## src/rtl/elliptic_curve_structs.sv

```systemverilog
// Shared elliptic-curve point types for the point-multiplication datapath.
// The point at infinity is encoded as (0,0), which is never on a curve with b != 0.
package elliptic_curve_structs;

    localparam int COORD_WIDTH  = 16;
    localparam int SCALAR_WIDTH = 16;

    typedef struct packed {
        logic [COORD_WIDTH-1:0] x;
        logic [COORD_WIDTH-1:0] y;
    } curve_point_t;

    localparam curve_point_t inf_point = '{x: '0, y: '0};

endpackage

```

## src/rtl/dispatcher_start_pulse.sv

```systemverilog
// Start/blank/run sequencer for an external engine: one-cycle start pulse, one
// blank cycle, then the engine's completion level is trusted until it is seen.
module dispatcher_start_pulse (
    input  logic clk,
    input  logic Reset_n,
    input  logic launch,
    input  logic done,
    output logic start,
    output logic fire
);

    typedef enum logic [1:0] {SEQ_IDLE, SEQ_START, SEQ_BLANK, SEQ_RUN} seq_state_t;

    seq_state_t state;

    // NOTE: state and the start pulse use non-blocking assignments so every reader in the same edge sees pre-edge values.
    always_ff @(posedge clk or negedge Reset_n) begin
        if (!Reset_n) begin
            state <= SEQ_IDLE;
            start <= 1'b0;
        end else begin
            start <= 1'b0;
            case (state)
                SEQ_IDLE: begin
                    if (launch) begin
                        state <= SEQ_START;
                        start <= 1'b1;
                    end
                end
                SEQ_START: state <= SEQ_BLANK;
                SEQ_BLANK: state <= SEQ_RUN;
                SEQ_RUN:   if (done) state <= SEQ_IDLE;
                default:   state <= SEQ_IDLE;
            endcase
        end
    end

    // A done level left over from an earlier (or abandoned) operation is masked until the run phase.
    assign fire = (state == SEQ_RUN) && done;

endmodule

```

## src/rtl/point_mul_dispatcher.sv

```systemverilog
// Multi-scalar-multiplication dispatcher: feeds jobs to an external multiplier and
// accumulates the products through an external point adder, one batch at a time.
module point_mul_dispatcher
    import elliptic_curve_structs::*;
#(
    parameter int COUNT_W = 16
) (
    input  logic                    clk,
    input  logic                    Reset_n,
    input  logic                    in_valid,
    output logic                    in_ready,
    input  curve_point_t            in_P,
    input  logic [SCALAR_WIDTH-1:0] in_k,
    input  logic                    in_last,
    output logic                    out_valid,
    input  logic                    out_ready,
    output curve_point_t            out_R,
    output logic [COUNT_W-1:0]      out_count,
    output logic                    mul_Reset,
    output curve_point_t            mul_P,
    output logic [SCALAR_WIDTH-1:0] mul_k,
    input  logic                    mul_Done,
    input  curve_point_t            mul_R,
    output logic                    add_Reset,
    output curve_point_t            add_P,
    output curve_point_t            add_Q,
    input  logic                    add_Done,
    input  curve_point_t            add_R
);

    typedef enum logic [2:0] {M_IDLE, M_START, M_BLANK, M_RUN, M_HOLD} mul_state_t;
    typedef enum logic [2:0] {A_IDLE, A_START, A_BLANK, A_RUN, A_OUT} acc_state_t;

    mul_state_t                m_state;
    acc_state_t                a_state;
    curve_point_t              op_P;
    logic [SCALAR_WIDTH-1:0]   op_k;
    logic                      op_last;
    logic                      last_pending;
    curve_point_t              prod;
    logic                      prod_null;
    curve_point_t              acc;
    logic                      acc_empty;
    curve_point_t              addend;
    logic                      tok_last;
    logic [COUNT_W-1:0]        count;

    logic accept, hand, out_hs, mul_launch, add_launch, mul_fire, add_fire;

    assign accept     = in_valid && in_ready;
    assign hand       = (m_state == M_HOLD) && (a_state == A_IDLE);
    assign out_hs     = out_valid && out_ready;
    assign mul_launch = accept && (in_k > SCALAR_WIDTH'(1));
    assign add_launch = hand && !prod_null && !acc_empty;

    dispatcher_start_pulse u_mul_seq (
        .clk    (clk),
        .Reset_n(Reset_n),
        .launch (mul_launch),
        .done   (mul_Done),
        .start  (mul_Reset),
        .fire   (mul_fire)
    );

    dispatcher_start_pulse u_add_seq (
        .clk    (clk),
        .Reset_n(Reset_n),
        .launch (add_launch),
        .done   (add_Done),
        .start  (add_Reset),
        .fire   (add_fire)
    );

    // MUL: accepts jobs, resolves trivial scalars locally, holds the product until ACC takes it.
    always_ff @(posedge clk or negedge Reset_n) begin
        if (!Reset_n) begin
            m_state      <= M_IDLE;
            in_ready     <= 1'b0;
            last_pending <= 1'b0;
            op_P         <= '0;
            op_k         <= '0;
            op_last      <= 1'b0;
            prod         <= '0;
            prod_null    <= 1'b0;
        end else begin
            case (m_state)
                M_IDLE: begin
                    if (accept) begin
                        op_P         <= in_P;
                        op_k         <= in_k;
                        op_last      <= in_last;
                        last_pending <= in_last;
                        prod_null    <= (in_k == '0);
                        if (in_k == '0) begin
                            // A zero scalar contributes nothing; only a final one must reach ACC.
                            if (in_last) begin
                                m_state  <= M_HOLD;
                                in_ready <= 1'b0;
                            end
                        end else if (in_k == SCALAR_WIDTH'(1)) begin
                            prod     <= in_P;
                            m_state  <= M_HOLD;
                            in_ready <= 1'b0;
                        end else begin
                            m_state  <= M_START;
                            in_ready <= 1'b0;
                        end
                    end else if (out_hs) begin
                        last_pending <= 1'b0;
                        in_ready     <= 1'b1;
                    end else begin
                        in_ready <= !last_pending;
                    end
                end
                M_START: m_state <= M_BLANK;
                M_BLANK: m_state <= M_RUN;
                M_RUN: begin
                    if (mul_fire) begin
                        prod    <= mul_R;
                        m_state <= M_HOLD;
                    end
                end
                M_HOLD: begin
                    if (hand) begin
                        m_state  <= M_IDLE;
                        in_ready <= !last_pending;
                    end
                end
                default: m_state <= M_IDLE;
            endcase
        end
    end

    // ACC: folds each product into the running sum and presents the batch result.
    always_ff @(posedge clk or negedge Reset_n) begin
        if (!Reset_n) begin
            a_state   <= A_IDLE;
            acc       <= inf_point;
            acc_empty <= 1'b1;
            addend    <= '0;
            tok_last  <= 1'b0;
            out_valid <= 1'b0;
        end else begin
            case (a_state)
                A_IDLE: begin
                    if (hand) begin
                        tok_last <= op_last;
                        if (prod_null || acc_empty) begin
                            if (!prod_null) begin
                                acc       <= prod;
                                acc_empty <= 1'b0;
                            end
                            if (op_last) begin
                                a_state   <= A_OUT;
                                out_valid <= 1'b1;
                            end
                        end else begin
                            addend  <= prod;
                            a_state <= A_START;
                        end
                    end
                end
                A_START: a_state <= A_BLANK;
                A_BLANK: a_state <= A_RUN;
                A_RUN: begin
                    if (add_fire) begin
                        acc <= add_R;
                        if (tok_last) begin
                            a_state   <= A_OUT;
                            out_valid <= 1'b1;
                        end else begin
                            a_state <= A_IDLE;
                        end
                    end
                end
                A_OUT: begin
                    if (out_ready) begin
                        acc       <= inf_point;
                        acc_empty <= 1'b1;
                        out_valid <= 1'b0;
                        a_state   <= A_IDLE;
                    end
                end
                default: a_state <= A_IDLE;
            endcase
        end
    end

    always_ff @(posedge clk or negedge Reset_n) begin
        if (!Reset_n) begin
            count <= '0;
        end else if (out_hs) begin
            count <= '0;
        end else if (accept) begin
            count <= count + COUNT_W'(1);
        end
    end

    assign mul_P     = op_P;
    assign mul_k     = op_k;
    assign add_P     = acc;
    assign add_Q     = addend;
    assign out_R     = acc;
    assign out_count = count;

endmodule

```

## config.mk

```make
export PLATFORM = sky130hd
export DESIGN_NAME = point_mul_dispatcher
export DESIGN_NICKNAME = d
export VERILOG_FILES = /design/src/rtl/elliptic_curve_structs.sv /design/src/rtl/dispatcher_start_pulse.sv /design/src/rtl/point_mul_dispatcher.sv
export SDC_FILE = /design/constraint.sdc
export NUM_CORES = 1
export LEC_CHECK = 0
export CORE_ASPECT_RATIO = 0.8
export CORE_MARGIN = 2
export CORE_UTILIZATION = 41
export DETAILED_ROUTE_END_ITERATION = 16
export PLACE_DENSITY = 0.79
export SYNTH_ARGS = -nofsm -noshare
export SYNTH_HDL_FRONTEND = slang
export SYNTH_SLANG_ARGS = --single-unit
```

## constraint.sdc

```tcl
create_clock -name clk -period 1.86 [get_ports clk]
set_clock_uncertainty 0.05 [all_clocks]
set_input_delay 0.372 -clock clk [delete_from_list [all_inputs] [get_ports clk]]
set_output_delay 0.372 -clock clk [all_outputs]
set_load 0.05 [all_outputs]
```

# [Word level (Yosys, flattened, before mapping)]
# Index checks and enable logic that the tools add are counted.
[totals] wordCells=152 ff_bits=179
[classes] reduce_logical=35 add_sub_neg=1 mux=57 eq_ne=34 n_bitwise=1 magnitude_cmp=1
[op_table] operator="2-to-1 mux 32 bit" n=9
[op_table] operator="case mux 32 bit (3 select lines)" n=1
[op_table] operator="case mux 32 bit (2 select lines)" n=1
[op_table] operator="2-to-1 mux 3 bit" n=12
[op_table] operator="2-to-1 mux 16 bit" n=2
[op_table] operator="!= test 2 bit (second input constant)" n=15
[op_table] operator="case mux 3 bit (5 select lines)" n=2
[op_table] operator="2-to-1 mux 1 bit" n=21
[op_table] operator="adder 16 x 1 -> 16 bit (second input constant)" n=1
[op_table] operator="equality test 16 x 1 -> 1 bit (second input constant)" n=1
[op_table] operator="> comparator 16 x 1 -> 1 bit (second input constant)" n=1
[op_table] operator="zero test 16 bit" n=1
[op_table] operator="case mux 2 bit (4 select lines)" n=2
[op_table] operator="equality test 3 x 2 -> 1 bit (second input constant)" n=4
[op_table] operator="AND reduction 2 bit" n=5
[op_table] operator="AND reduction 5 bit" n=2
[op_table] operator="equality test 2 bit (second input constant)" n=4
[op_table] operator="logical AND 1 bit" n=8
[op_table] operator="2-to-1 mux 2 bit" n=4
[op_table] operator="AND reduction 4 bit" n=2
[op_table] operator="nonzero test 2 bit" n=4
[op_table] operator="AND reduction 7 bit" n=1
[op_table] operator="equality test 3 x 1 -> 1 bit (second input constant)" n=2
[op_table] operator="equality test 3 bit (second input constant)" n=2
[op_table] operator="14 further kinds" n=22

# [Longest topological paths before layout]
[logic_depth] ltp_word=6 depth_mapped=6 mapped_depth_nobuf=5

# [Modules after synthesis]
# From an unflattened synthesis, not the netlist that was laid out.
[hier_totals] cells_unflattened=621 area_unflattened_um2=8259.2
[modules_own_cells] module="point_mul_dispatcher" seq_area_each_um2=4330.4 instances=1 cells_each=587 area_each_um2=7878.8
[modules_own_cells] module="dispatcher_start_pulse" seq_area_each_um2=75.1 instances=2 cells_each=17 area_each_um2=190.2

# [Worst setup path before layout]
# No wires, ideal clock.
[synth_path] kind="flip-flop to flip-flop" startpoint="register count[4], in the netlist out_count[4]" endpoint="register count[15], in the netlist out_count[15]" t_arrival_ns=1.936 n_path_buf=1 slack_ns=-0.203 required_time_ns=1.732 period_less_slack_ns=2.063 path_stages_with_launch=6 path_cell_list="dfrtp_1 > nand3_1 > or2_1 > clkbuf_1 > or4_1 > a21oi_1"
[synth_between] elab_chain_len=3
[synth_lines] element="start: declaration" line="point_mul_dispatcher.sv:46" rtl="logic [COUNT_W-1:0] count;"
[synth_lines] element="start signal: assignment" line="point_mul_dispatcher.sv:195" rtl="count <= count + COUNT_W'(1);"
[synth_lines] element="adder 16 x 1 -> 16 bit" line="point_mul_dispatcher.sv:195"
[synth_lines] element="2-to-1 mux 16 bit" line="point_mul_dispatcher.sv:194" rtl="end else if (accept) begin"
[synth_lines] element="2-to-1 mux 16 bit" line="point_mul_dispatcher.sv:192" rtl="end else if (out_hs) begin"
# No other way between the ends. The select of a mux whose other input is x is not followed.
# A chain may end at the register's enable or synchronous reset.

# [Worst setup path in the final report]
[layout_path] startpoint="register a_state[2]" endpoint="register acc, in the netlist add_P[3]"
[layout_between] elab_chain_len=4
[layout_lines] element="start: declaration" line="point_mul_dispatcher.sv:35" rtl="acc_state_t a_state;"
[layout_lines] element="start signal: assignment" line="point_mul_dispatcher.sv:137" rtl="a_state <= A_IDLE;"
[layout_lines] element="start signal: assignment" line="point_mul_dispatcher.sv:154" rtl="a_state <= A_OUT;"
[layout_lines] element="start signal: assignment" line="point_mul_dispatcher.sv:159" rtl="a_state <= A_START;"
[layout_lines] element="zero test 3 bit" line="point_mul_dispatcher.sv:51, point_mul_dispatcher.sv:144"
[layout_lines] element="logical AND 1 bit" line="point_mul_dispatcher.sv:51" rtl="assign hand = (m_state == M_HOLD) && (a_state == A_IDLE);"
[layout_lines] element="!= test 2 bit (no line)"
[layout_lines] element="AND reduction 6 bit (no line)"
[layout_lines] element="end signal: assignment" line="point_mul_dispatcher.sv:138" rtl="acc <= inf_point;"
[layout_lines] element="end signal: assignment" line="point_mul_dispatcher.sv:150" rtl="acc <= prod;"
[layout_lines] element="end signal: assignment" line="point_mul_dispatcher.sv:167" rtl="acc <= add_R;"
[layout_lines] element="end: declaration" line="point_mul_dispatcher.sv:42" rtl="curve_point_t acc;"
# Parallel ways exist; a longest one is shown, timed or not.

==> results by group <==
Die
  – FP Rows: 45
  – DIE WIDTH: 161 um
  – Die height: 129 um
  – Die ar.: 20800 sq um
  – Starting Density: 42.1%
  – Num ports: 283
  – Total core area: 19100 sq um

Min path
  – Hold Path Cell Cnt: 2
  – Worst Hold Class: input port to register
  – Worst hold start: in_k[2]
  – Hold endpoint: mul_k[2]$_DFFE_PN0P_

Route
  – TritonRoute pass-1 iters: 5
  – DR vias/cell: 5.35
  – Final wirelength: 25700 um
  – Antenna-violating nets left: 0
  – DRC viols: 0
  – Vias: 6477
  – WL/cell: between 20 and 25 um
  – 1st-iter DRT viols: 396

Global route
  – Total GRT Usage: 23.1%
  – Global-route wire length before repair: roughly 37000 um
  – Largest net degree at the start of global routing: 76
  – Vias in the first global route: approximately 6600
  – GR Overflow Total: 0
  – Initial antenna violation count: 0

Timing
  – Max Transition Viols Final: 0
  – Fin crit share: 104%
  – Period minus WS final: 1.93 ns
  – Final critical-path setup slack: -0.0703 ns
  – Final hold violation count: 0
  – RSZ-0062 raised after global routing: yes
  – Least-Margin Pin Slew: 0.653 ns
  – Slew HR: 56.4%
  – Post-route setup TNS: -2.28 ns
  – Min Hold Slack: 0.199 ns
  – Final setup violation count: between 60 and 70
  – Peak Freq: 0.518 GHz

Worst setup path
  – Reg2reg setup slack: -0.07 ns
  – Worst path cell trace: buf_6 -> nor3_2 -> buf_4 -> a221oi_4 -> buf_12 -> buf_6 -> mux2_2
  – Largest stage delay on the critical path: 0.42 ns
  – Worst reg2reg path depth: 7
  – Crit Path Class: register to register
  – Critical path's top delay family: buffers and inverters
  – Most frequent cell on the critical path: buf_6
  – Startpoint Class: register
  – RR Endpoint: add_P[3]$_DFFE_PN0P_
  – Buffer and inverter count on the worst path: 4
  – Worst path required time: between 2 and 2.5 ns
  – Critical-path top delay cell: dfrtp_1
  – CP Max Fanout: 6
  – Critical Path End Type: register
  – Worst r2r src: a_state[2]$_DFFE_PN0P_
  – Worst path arrival time: 2.19 ns

Power and ir drop
  – NetSw: between 0.01 and 0.015 W
  – Clk pwr share: 15.4%
  – Gate power share: a little under three fifths
  – Pleak: between 5 and 6 nW
  – VDD IR-drop max: 0.982 mV
  – Power, Total: 0.0232 W
  – Sequential Power Share: 28.6%
  – Pwr/cell area: approximately 1900 nW/um^2
  – Pint: 0.0124 W
  – Sw frac: 46.7%

Yosys
  – Syn nets: 754
  – Count of different cell masters after synthesis: 48
  – Compound-Gate Fraction of Synth Area: 11.7%
  – Post-synthesis sequential area ratio: 55.7%
  – Simple-Gate Fraction of Synth Area: 8.55%
  – Post-synth top flop: dfrtp_1
  – Top-count cell post-synth: dfrtp_1
  – Synth Area in XOR/XNOR: less than 1%
  – FF+latch count, synth: 179
  – Yosys top cell area share: 55.4%
  – Largest family of logic cells by synthesized area: multiplexers
  – Post-Syn Area: 8040 sq um
  – Biggest area consumer among synthesized cells: dfrtp_1
  – Ys Warns: 0
  – Syn avg cell area: 12.8 sq um
  – Adder-cell area share of the yosys netlist: 1.40%
  – Synth Instances: 626
  – Number of enable flip-flop cells after synthesis: 0
  – Synth top area cells: dfrtp_1 (55%), mux2_2 (16%), o221a_2 (4.5%)
  – Asr flop ratio synth: 100%
  – Mux cell area share after synthesis: 16.3%
  – Most frequent cells after synthesis: dfrtp_1 (178), mux2_2 (113), or3_1 (37)

Final layout
  – Final #Nets: about 1100
  – # fillers: 1486
  – Register Area: between 4000 and 5000 sq um
  – P&R area growth vs syn: 50.9%
  – Ant diodes: 0
  – Layout cells sized above 1: 48.9%
  – Footprint of the multi-input gates: between 3000 and 4000 sq um
  – Final core utilization: 63.6%

Clocking
  – Num CTS Buffers: 17
  – Reg clk slew, reported paths: 0.07 ns
  – Clk Tree Root Cell: clkbuf_16
  – H-tree depth: 4
  – Longest Clk Path Bufs: 2
  – Clk_lat worst skew: 0.43 ns
  – Clock Sinks: ~180
  – Clock tree from TritonCTS: done

Place
  – Dpl ws: -0.546 ns
  – Port bufs: 282
  – Detail Placement HPWL: 16800 um
  – Final GP Congestion: 0.819

Status
  – Outcome: finished with violations
  – Failing checks: negative setup slack

Flow run
  – Maxcap violations: 0
==> power groups by stage <==
| stage | Combinational, W | Sequential (W) | Clock, W |
|---|---|---|---|
| after detailed placement | 0.0120 | 0.00666 | 0 |
| after floorplan | 0.00512 | 0.00995 | 0 |
| after CTS | 0.0123 | 0.00661 | 0.00364 |
| final | 0.0130 | 0.00664 | 0.00357 |
| after global routing | 0.0136 | 0.00683 | 0.00382 |
| after global placement | 0.0119 | 0.00658 | 0 |
==> cells in the final DEF (no fill, tap or decap), types with 9 or more instances in the layout <==
master,count
clkbuf_16,21
a21oi_1,12
nor2_1,16
ha_1,9
mux2_2,97
or3_1,35
o221a_2,32
clkdlybuf4s50_1,102
inv_1,10
dfrtp_2,15
dfrtp_1,163
buf_4,211
mux2_4,16
buf_6,11
a22o_1,33
buf_12,16
nand2_1,26
==> what timing repair did <==
action | CTS | global route
hold buffers | 1 | 0
resized for setup | 30 | 48
hold endpoints to repair | 103 | 0
pin swaps | 6 | 14
setup endpoints to repair | 92 | 88
gates cloned | 4 | 5
setup buffers | 9 | 7
==> stage by stage <==
step | area [sq um] | instances
6_report | 12100 | 1210
5_1_grt | 12100 | 1210
4_1_cts | 11800 | 1199
3_5_place_dp | 11000 | 1153
3_3_place_gp | 11000 | 1153
2_1_floorplan | 8070 | 626
==> routing by layer <==
metal	global-route usage, %	wire, um
met5	0	0
met4	5.94	354
met3	5.15	1500
met2	40.1	12800
met1	29.7	11000
==> worst max-delay path by stage <==
stage	slack [ns]	endpoint	cells past startpoint	startpoint
after detailed placement	-0.55	prod[12]$_DFFE_PN0P_	8	in_k[15]
after global placement	-0.58	prod[21]$_DFFE_PN0P_	8	in_k[15]
after global routing	-0.11	add_P[19]$_DFFE_PN0P_	7	a_state[2]$_DFFE_PN0P_
after floorplan	-0.05	add_P[10]$_DFFE_PN0P_	5	m_state[0]$_DFFE_PN0P_
final	-0.07	add_P[3]$_DFFE_PN0P_	7	a_state[2]$_DFFE_PN0P_
after CTS	-0.06	add_P[11]$_DFFE_PN0P_	5	m_state[0]$_DFFE_PN0P_
==> logic make-up after synthesis <==
logic type      count (synthesis)
buf+inv                        79
xor+xnor                        7
mux                           117
flops                         179
fa+ha+maj                       9
compound gates                107
simple gates                  128
==> cell type report <==
| class | count | area share (%) |
|---|---|---|
| flip-flops and latches | 179 | 37.1 |
| repair buffers | 362 | 27.6 |
| multi-input cells | 369 | 27.5 |
| clock buffers | 17 | 3.50 |
| well taps | 258 | 2.66 |
| clock inverters | 15 | 1.37 |
| inverters | 10 | 0.309 |
==> state kept, by name (all words and copies together) (netlist names), 2 cells and up <==
| register | count |
|---|---|
| u_mul_seq.state | 2 |
| u_add_seq.state | 2 |
| mul_P | 32 |
| m_state | 3 |
| a_state | 3 |
| out_count | 16 |
| add_Q | 32 |
| add_P | 32 |
| mul_k | 16 |
| prod | 32 |
(Power assumes the default switching activity.)
